`src/rtl/random_producer_pkg.sv`:
```
// Shared constants, FSM encoding and LFSR helpers for the random traffic producer.
// 4-phase (return-to-zero) handshake: req rises with data, ack rises, req falls, ack falls.
package random_producer_pkg;

  localparam logic [15:0] LFSR_TAPS = 16'hB400;

  typedef enum logic [1:0] {
    ST_GAP  = 2'd0,
    ST_REQ  = 2'd1,
    ST_RTZ  = 2'd2,
    ST_DONE = 2'd3
  } state_t;

  // Galois right-shift step.
  function automatic logic [15:0] lfsr_next(input logic [15:0] cur);
    return (cur >> 1) ^ (cur[0] ? LFSR_TAPS : 16'h0000);
  endfunction

  // An all-zero seed would lock the LFSR, so it is mapped to 1.
  function automatic logic [15:0] seed_fix(input logic [15:0] seed);
    return (seed == 16'h0000) ? 16'h0001 : seed;
  endfunction

endpackage

```
`src/rtl/random_producer_lfsr16.sv`:
```
// Free-running 16-bit Galois LFSR, reusable by routers and benches.
module lfsr16
  import random_producer_pkg::*;
#(
  parameter logic [15:0] SEED = 16'hACE1
) (
  input  logic        clk,
  input  logic        reset,
  output logic [15:0] state
);

  localparam logic [15:0] SEED_EFF = seed_fix(SEED);

  logic [15:0] state_r;

  // Advance once per clock edge whenever out of reset.
  always_ff @(posedge clk or posedge reset) begin
    if (reset) begin
      state_r <= SEED_EFF;
    end else begin
      state_r <= lfsr_next(state_r);
    end
  end

  assign state = state_r;

endmodule

```
`src/rtl/random_producer.sv`:
```
// Pseudo-random traffic source: LFSR-derived data and gaps, delivered over a 4-phase req/ack handshake.
module random_producer
  import random_producer_pkg::*;
#(
  parameter int          ID    = 0,
  parameter int          SIZE  = 8,
  parameter logic [15:0] SEED  = 16'hACE1,
  parameter int          GAP_W = 4,
  parameter int          COUNT = 0
) (
  input  logic            clk,
  input  logic            reset,
  input  logic            en,
  input  logic            ack,
  output logic            req,
  output logic [SIZE-1:0] data,
  output logic [15:0]     sent_count,
  output logic            done
);

  if (SIZE < 1 || SIZE > 16 || GAP_W < 1 || GAP_W > 16 || ID < 0) begin : g_bad_param
    $error("random_producer: illegal parameter value");
  end

  localparam logic        COUNT_EN = (COUNT != 0);
  localparam logic [15:0] COUNT_W  = 16'(COUNT);

  logic [15:0]      lfsr_s;
  logic             unused_lfsr_s;
  state_t           state_r;
  state_t           next_state_s;
  logic             req_r;
  logic             req_s;
  logic [SIZE-1:0]  data_r;
  logic [SIZE-1:0]  data_s;
  logic [15:0]      sent_count_r;
  logic [15:0]      sent_count_s;
  logic             done_r;
  logic             done_s;
  logic [GAP_W-1:0] gap_cnt_r;
  logic [GAP_W-1:0] gap_cnt_s;
  logic             gap_zero_s;
  logic             count_hit_s;

  lfsr16 #(.SEED(SEED)) u_lfsr (
    .clk   (clk),
    .reset (reset),
    .state (lfsr_s)
  );

  assign unused_lfsr_s = ^lfsr_s;
  assign gap_zero_s    = (gap_cnt_r == {GAP_W{1'b0}});
  assign count_hit_s   = COUNT_EN && (sent_count_r == COUNT_W);

  // State register.
  always_ff @(posedge clk or posedge reset) begin
    if (reset) begin
      state_r <= ST_GAP;
    end else begin
      state_r <= next_state_s;
    end
  end

  // Next-state decode; a stray ack in GAP blocks the launch until it clears.
  always_comb begin
    next_state_s = state_r;
    case (state_r)
      ST_GAP: begin
        if (en && gap_zero_s && !ack) next_state_s = ST_REQ;
        else                          next_state_s = ST_GAP;
      end
      ST_REQ: begin
        if (ack) next_state_s = ST_RTZ;
        else     next_state_s = ST_REQ;
      end
      ST_RTZ: begin
        if (ack)              next_state_s = ST_RTZ;
        else if (count_hit_s) next_state_s = ST_DONE;
        else                  next_state_s = ST_GAP;
      end
      ST_DONE: next_state_s = ST_DONE;
      default: next_state_s = ST_GAP;
    endcase
  end

  // Next values for the registered outputs and the gap counter.
  always_comb begin
    req_s        = req_r;
    data_s       = data_r;
    sent_count_s = sent_count_r;
    done_s       = done_r;
    gap_cnt_s    = gap_cnt_r;
    case (state_r)
      ST_GAP: begin
        if (!en) begin
          gap_cnt_s = gap_cnt_r;
        end else if (!gap_zero_s) begin
          gap_cnt_s = gap_cnt_r - {{(GAP_W-1){1'b0}}, 1'b1};
        end else if (!ack) begin
          req_s  = 1'b1;
          data_s = lfsr_s[SIZE-1:0];
        end else begin
          req_s = 1'b0;
        end
      end
      ST_REQ: begin
        if (ack) begin
          req_s = 1'b0;
          if (sent_count_r != 16'hFFFF) sent_count_s = sent_count_r + 16'd1;
          else                          sent_count_s = sent_count_r;
        end else begin
          req_s = 1'b1;
        end
      end
      ST_RTZ: begin
        if (!ack) begin
          gap_cnt_s = lfsr_s[15 -: GAP_W];
          done_s    = count_hit_s;
        end else begin
          gap_cnt_s = gap_cnt_r;
        end
      end
      ST_DONE: begin
        req_s  = 1'b0;
        done_s = 1'b1;
      end
      default: begin
        req_s = 1'b0;
      end
    endcase
  end

  // Output and counter registers; reset drops req asynchronously.
  always_ff @(posedge clk or posedge reset) begin
    if (reset) begin
      req_r        <= 1'b0;
      data_r       <= {SIZE{1'b0}};
      sent_count_r <= 16'h0000;
      done_r       <= 1'b0;
      gap_cnt_r    <= {GAP_W{1'b0}};
    end else begin
      req_r        <= req_s;
      data_r       <= data_s;
      sent_count_r <= sent_count_s;
      done_r       <= done_s;
      gap_cnt_r    <= gap_cnt_s;
    end
  end

  assign req        = req_r;
  assign data       = data_r;
  assign sent_count = sent_count_r;
  assign done       = done_r;

endmodule

```
`config.mk`:
```
export PLATFORM = sky130hd
export DESIGN_NAME = random_producer
export DESIGN_NICKNAME = d
export VERILOG_FILES = /design/src/rtl/random_producer_pkg.sv /design/src/rtl/random_producer_lfsr16.sv /design/src/rtl/random_producer.sv
export SDC_FILE = /design/constraint.sdc
export NUM_CORES = 1
export LEC_CHECK = 0
export CAP_MARGIN = 20
export CORE_MARGIN = 2
export CORE_UTILIZATION = 53
export CTS_CLUSTER_DIAMETER = 60
export CTS_CLUSTER_SIZE = 10
export DETAILED_ROUTE_END_ITERATION = 8
export GPL_TIMING_DRIVEN = 0
export PLACE_DENSITY_LB_ADDON = 0.2
export SLEW_MARGIN = 20
export SYNTH_ARGS = -nofsm -noshare
export SYNTH_HDL_FRONTEND = slang
export SYNTH_SLANG_ARGS = --single-unit
```
`constraint.sdc`:
```
create_clock -name clk -period 2.5 [get_ports clk]
set_clock_uncertainty 0.15 [all_clocks]
set_input_delay 0.375 -clock clk [delete_from_list [all_inputs] [get_ports clk]]
set_output_delay 0.375 -clock clk [all_outputs]
set_load 0.02 [all_outputs]
```
# --- Word level (Yosys, flattened, before mapping) ---
# Index checks and enable logic that the tools add are counted.
totals:
  regBits: 48
  inputBits: 4
  out_inout_bits: 26
  word_cells: 47
classes:
  addsub: 2
  n_eq_ne: 8
  n_mux: 15
  bitwise_logic: 2
  n_reduce_logical: 13
ops:
  columns: ["op", "n"]
  rows:
  - ["16-bit by 1-bit adder with 16-bit output, second input constant", 1]
  - ["16-bit 2-to-1 mux", 1]
  - ["16-bit != test, second input constant", 1]
  - ["15-bit by 16-bit XOR with 16-bit output", 1]
  - ["4-bit 2-to-1 mux", 3]
  - ["2-bit != test, second input constant", 4]
  - ["2-bit one-hot mux with 4 select lines", 1]
  - ["4-bit one-hot mux with 2 select lines", 1]
  - ["4-bit AND reduction", 2]
  - ["3-bit AND reduction", 2]
  - ["1-bit 2-to-1 mux", 5]
  - ["2-bit equality test, second input constant", 2]
  - ["4-bit zero test", 1]
  - ["2-bit 2-to-1 mux", 2]
  - ["2-bit nonzero test", 2]
  - ["4-bit by 1-bit subtractor with 4-bit output, second input constant", 1]
  - ["1-bit one-hot mux with 3 select lines", 1]
  - ["3-bit nonzero test", 1]
  - ["2-bit by 1-bit equality test with 1-bit output, second input constant", 1]
  - ["1-bit logical AND", 2]
  - ["2-bit zero test", 1]
  - ["1-bit one-hot mux with 2 select lines", 1]
  - ["2-bit AND reduction", 1]
  - ["1-bit zero test", 1]
  - ["1-bit NOT", 1]

# --- Logic depth before layout (Yosys ltp) ---
depth:
  ltp_word: 5
  mapped_depth: 6
  ltp_nobuf: 6

# --- Hierarchy ---
# From an unflattened synthesis, not the netlist that was laid out.
unflattened:
  hier_cells: 159
  area_unflattened_um2: 2044.5
modules_own_cells:
  columns: ["module", "instances", "cells_per_inst", "area_per_inst_um2", "seq_area_each_um2"]
  rows:
  - ["random_producer", 1, 139, 1604.0, 800.8]
  - ["lfsr16", 1, 20, 440.4, 410.4]

# --- Worst setup path after synthesis ---
# Ideal clock, no wire load.
synth_path:
  path_type: "flip-flop to flip-flop"
  from: "reg sent_count_r[0] (netlist: sent_count[0])"
  to: "reg sent_count_r[1] (netlist: sent_count[1])"
  setup_time_ns: 0.125
  arrival_time_ns: 1.655
  t_required_ns: 2.225
  setup_slack_ns: 0.569
  stages_incl_launch_ff: 6
  n_path_buf: 0
  period_less_slack_ns: 1.931
  path_cell_list: "dfrtp_1 -> ha_1 -> nand4_1 -> nor4_4 -> nor2_2 -> mux2_4"
synth_via:
  elab_chain_cells: 2
  elab_cells_between_ends: 3
  classes_between: "add/sub (1); eq/ne (1); reduce/logical (1)"
synth_rtl:
  columns: ["item", "line_no", "text"]
  rows:
  - ["start, declared", "random_producer.sv:36", "logic [15:0] sent_count_r;"]
  - ["start signal, assigned", "random_producer.sv:144", "sent_count_r <= sent_count_s;"]
  - ["branches (longest 2 deep; another with 16-bit by 1-bit adder with 16-bit output)", null, null]
# Several ways; the timed one is not identified.
# A chain may end at the register's enable or synchronous reset.

# --- Worst setup path in the final report ---
layout_path:
  from: "reg gap_cnt_r[0]"
  to: "reg data_r[5] (netlist: data[5])"
layout_via:
  elab_chain_cells: 2
layout_rtl:
  columns: ["item", "line_no", "text"]
  rows:
  - ["start, declared", "random_producer.sv:40", "logic [GAP_W-1:0] gap_cnt_r;"]
  - ["start signal, assigned", "random_producer.sv:140", "gap_cnt_r <= {GAP_W{1'b0}};"]
  - ["start signal, assigned", "random_producer.sv:146", "gap_cnt_r <= gap_cnt_s;"]
  - ["4-bit zero test", "random_producer.sv:52", "assign gap_zero_s = (gap_cnt_r == {GAP_W{1'b0}});"]
  - ["4-bit AND reduction (no source line)", null, null]
  - ["end signal, assigned", "random_producer.sv:137", "data_r <= {SIZE{1'b0}};"]
  - ["end signal, assigned", "random_producer.sv:143", "data_r <= data_s;"]
  - ["end, declared", "random_producer.sv:34", "logic [SIZE-1:0] data_r;"]
# No other way between the ends.

==> flow_summary.toml <==
[run]
drv_cap = 0

[worst_setup_path]
cp_slowest_stage_delay_ps = 500
worstSetupPathType = "reg -> reg"
crit_chain = "inv_1 -> ha_1 -> nor3b_1 -> nand4_1 -> mux2_2"
arrival_ps = 2300
slowest_stage = "nand4_1"
crit_family = "simple AND/OR/NAND/NOR gates"
ff2ff_path_depth = 5
cp.depth = 5
path_buf_inv = 1
cp-start-kind = "register"
required_ps = 2550
crit_path_max_fanout = 8
critPathCaptureType = "register"
r2r_setup_slack_ps = 240

[logic_synthesis]
yosysMostFrequentCell = "dfrtp_1"
syn_inst = 157
async_reset_ff_frac = 1.000
synth_top_area_cell = "dfrtp_1"
synthesis.area_um2 = 1973
ys_types = 35
ys_seq_area_frac = 0.6138
netlist_top_cells_count = "40 x dfrtp_1, 16 x xor2_1, 10 x nand2_1"
synth-main-ff-cell = "dfrtp_1"
synth_top_area_share = 0.5073
synth.ff_latch_count = 48
synth_edf_count = 0
syn_avg_cell_area_um2 = 12.57
syn_nets = 163
ys_warn_count = 0
yosys-top-cells-area = "dfrtp_1 51%, dfstp_2 11%, xor2_1 7.1%, mux2_2 5.1%, nor3_1 2.3%"

[cells_and_area]
final-seq-area_um2 = 1211
area_delta_synth_final_pct = 24.67
antenna_cells = 0
drive_gt1_frac = 0.1949
fillers = 261
multiInputGateArea_um2 = 730.7
nets = 200

[power]
seqPwrFrac = 0.478
pwr-share-comb = 0.231
power_density_nw_per_um2 = 789.7
p_clk_frac = 0.292
leakagePower_nw = 1.174
switching_share = 0.2913
intPower_w = 0.001377
switchingPower_w = 0.0005659
ir_worst_vdd_uv = 547.2

[global_routing]
grt_pass1_wl_um = 6292
antenna_found_initial = 0
grt_usage = 0.1968
gr-total-overflow = 0
grt_max_degree = 33
grt_pass1_vias = 1351

[drt]
dr.pass1.iters = 4
wl_met1_um = 1621
vias = 1297
top_layer_used = "met4"
drc = 0
routed-wl-met3_um = 167
antenna_left = 0
wl_per_cell_um = 14.45
via_per_inst = 5.337
routed_wl_um = 3511
drt-initial-drc-count = 78
dr_wl_met2_um = 1664

[outcome]
outcome = "completed"

[cts]
cts_resized = 0
clk_pin_slew_ps = 90
cts_tree = "built"
clock_path_buffers = 2
clock_sinks = 48
cts_setup_buffers = 0
ctsHoldBuffers = 0
worst_skew_pair.late_latency_ps = 310
cts-root-buf = "clkbuf_8"
numCtsBuffers = 5
htree_levels = 2

[floorplanning]
initial_core_util = 0.5472
fp.dieW_um = 65.02
die_area_um2 = 4227
std_cell_rows = 22
core_area_um2 = 3606
die_h_um = 65.02
io_pins = 30

[placement]
hpwl_um = 2479
globalplace.congestion = 0.9373
io_buffers = 29

[timing]
rsz0062_at_grt = "no"
report.final.setup_viol = 0
fin_setup_tns_ps = 0
post-route-min-period_ps = 2256
worst_pin_slew_ps = 586.1
timing.hold.ws_ps = 213.8
max_freq_mhz = 443.2
hold_violations = 0
drv_slew = 0
timing.final.crit_share = 0.9025
max_slew_margin = 0.6063

[worst_hold_path]
hp-class = "in -> async"
[through the flow]
stage	utilization	worst slack [ps]	area (µm²)	instances	total power, W
after floorplan	-	569.5	1973	157	0.001227
after global placement	0.6443	62.94	2323	234	0.001352
after detailed placement	0.6499	209.7	2344	235	0.001389
after CTS	0.6822	188.1	2460	243	0.001955
after global routing	0.6822	29.28	2460	243	0.002057
final	0.6822	243.7	2460	243	0.001943
[registers in the layout, summed over array words and instances (netlist names)]
register / count
gap_cnt_r: 4
state_r: 2
sent_count: 16
done: 1
req: 1
data: 8
u_lfsr.state: 16
[kinds of logic (layout without fill, tap and decap cells)]
logic type               count (synthesis)  after routing  share of synthesized area
flip-flops                              48             48                     0.6138
multiplexers                            10             10                    0.05897
adder cells (fa/ha/maj)                  2              2                    0.01268
AND/OR/NAND/NOR                         55             55                     0.1699
XOR/XNOR                                19             19                    0.08434
AO/OA/AOI/OAI                           15             15                    0.04439
buffers and inverters                    8             46                    0.01585
[final cells by class]
type | count | area share
Buffer | 2 | 0.003561
Clock buffer | 5 | 0.02798
Clock inverter | 3 | 0.01933
Inverter | 6 | 0.009156
Multi-Input combinational cell | 101 | 0.2970
Sequential cell | 48 | 0.4924
Tap cell | 48 | 0.02442
Timing Repair Buffer | 30 | 0.1261
[layout by cell type, fill, tap and decap left out, types with 2 or more instances in the layout]
| cell type | netlist | final |
|---|---|---|
| or3_1 | 2 | 2 |
| xnor2_1 | 3 | 3 |
| dfstp_2 | 8 | 8 |
| ha_1 | 2 | 2 |
| nand4_1 | 3 | 3 |
| a22o_1 | 2 | 2 |
| nand2_1 | 10 | 10 |
| mux2_2 | 9 | 9 |
| clkinv_4 | 0 | 2 |
| clkbuf_8 | 0 | 5 |
| or2_2 | 2 | 2 |
| nand3b_1 | 2 | 2 |
| xor2_1 | 16 | 16 |
| nor3b_1 | 2 | 2 |
| nor4_1 | 2 | 2 |
| o21ai_0 | 4 | 4 |
| dfrtp_1 | 40 | 40 |
| inv_1 | 6 | 5 |
| nor3_1 | 9 | 9 |
| nand2b_1 | 3 | 3 |
| nor2_1 | 7 | 7 |
| a21oi_1 | 6 | 6 |
| a31oi_1 | 2 | 2 |
| clkdlybuf4s50_1 | 0 | 29 |
| nand3_1 | 4 | 4 |
[routing by layer]
layer | vias up | global-route usage
li1 | 619 | -
met1 | 638 | 0.2535
met2 | 33 | 0.3119
met3 | 7 | 0.06424
met4 | 0 | 0.07292
met5 | - | 0
[power by group through the flow]
stage          registers, W  clock network, W  logic, W
6_report           0.000928          0.000566  0.000449
3_5_place_dp       0.000939                 0  0.000449
5_1_grt            0.000936          0.000617  0.000504
2_1_floorplan      0.000978                 0  0.000249
3_3_place_gp       0.000934                 0  0.000418
4_1_cts            0.000926          0.000579  0.000450
[worst paths after layout]
path                                 start                to
setup / recovery              gap_cnt_r[0]           data[5]
hold / removal                       reset           data[5]
setup reg to reg              gap_cnt_r[0]           data[5]
hold reg to reg            u_lfsr.state[8]   u_lfsr.state[7]
max in group asynchronous            reset  u_lfsr.state[11]
min in group clk           u_lfsr.state[8]   u_lfsr.state[7]
Power figures use the tool's default switching activity.
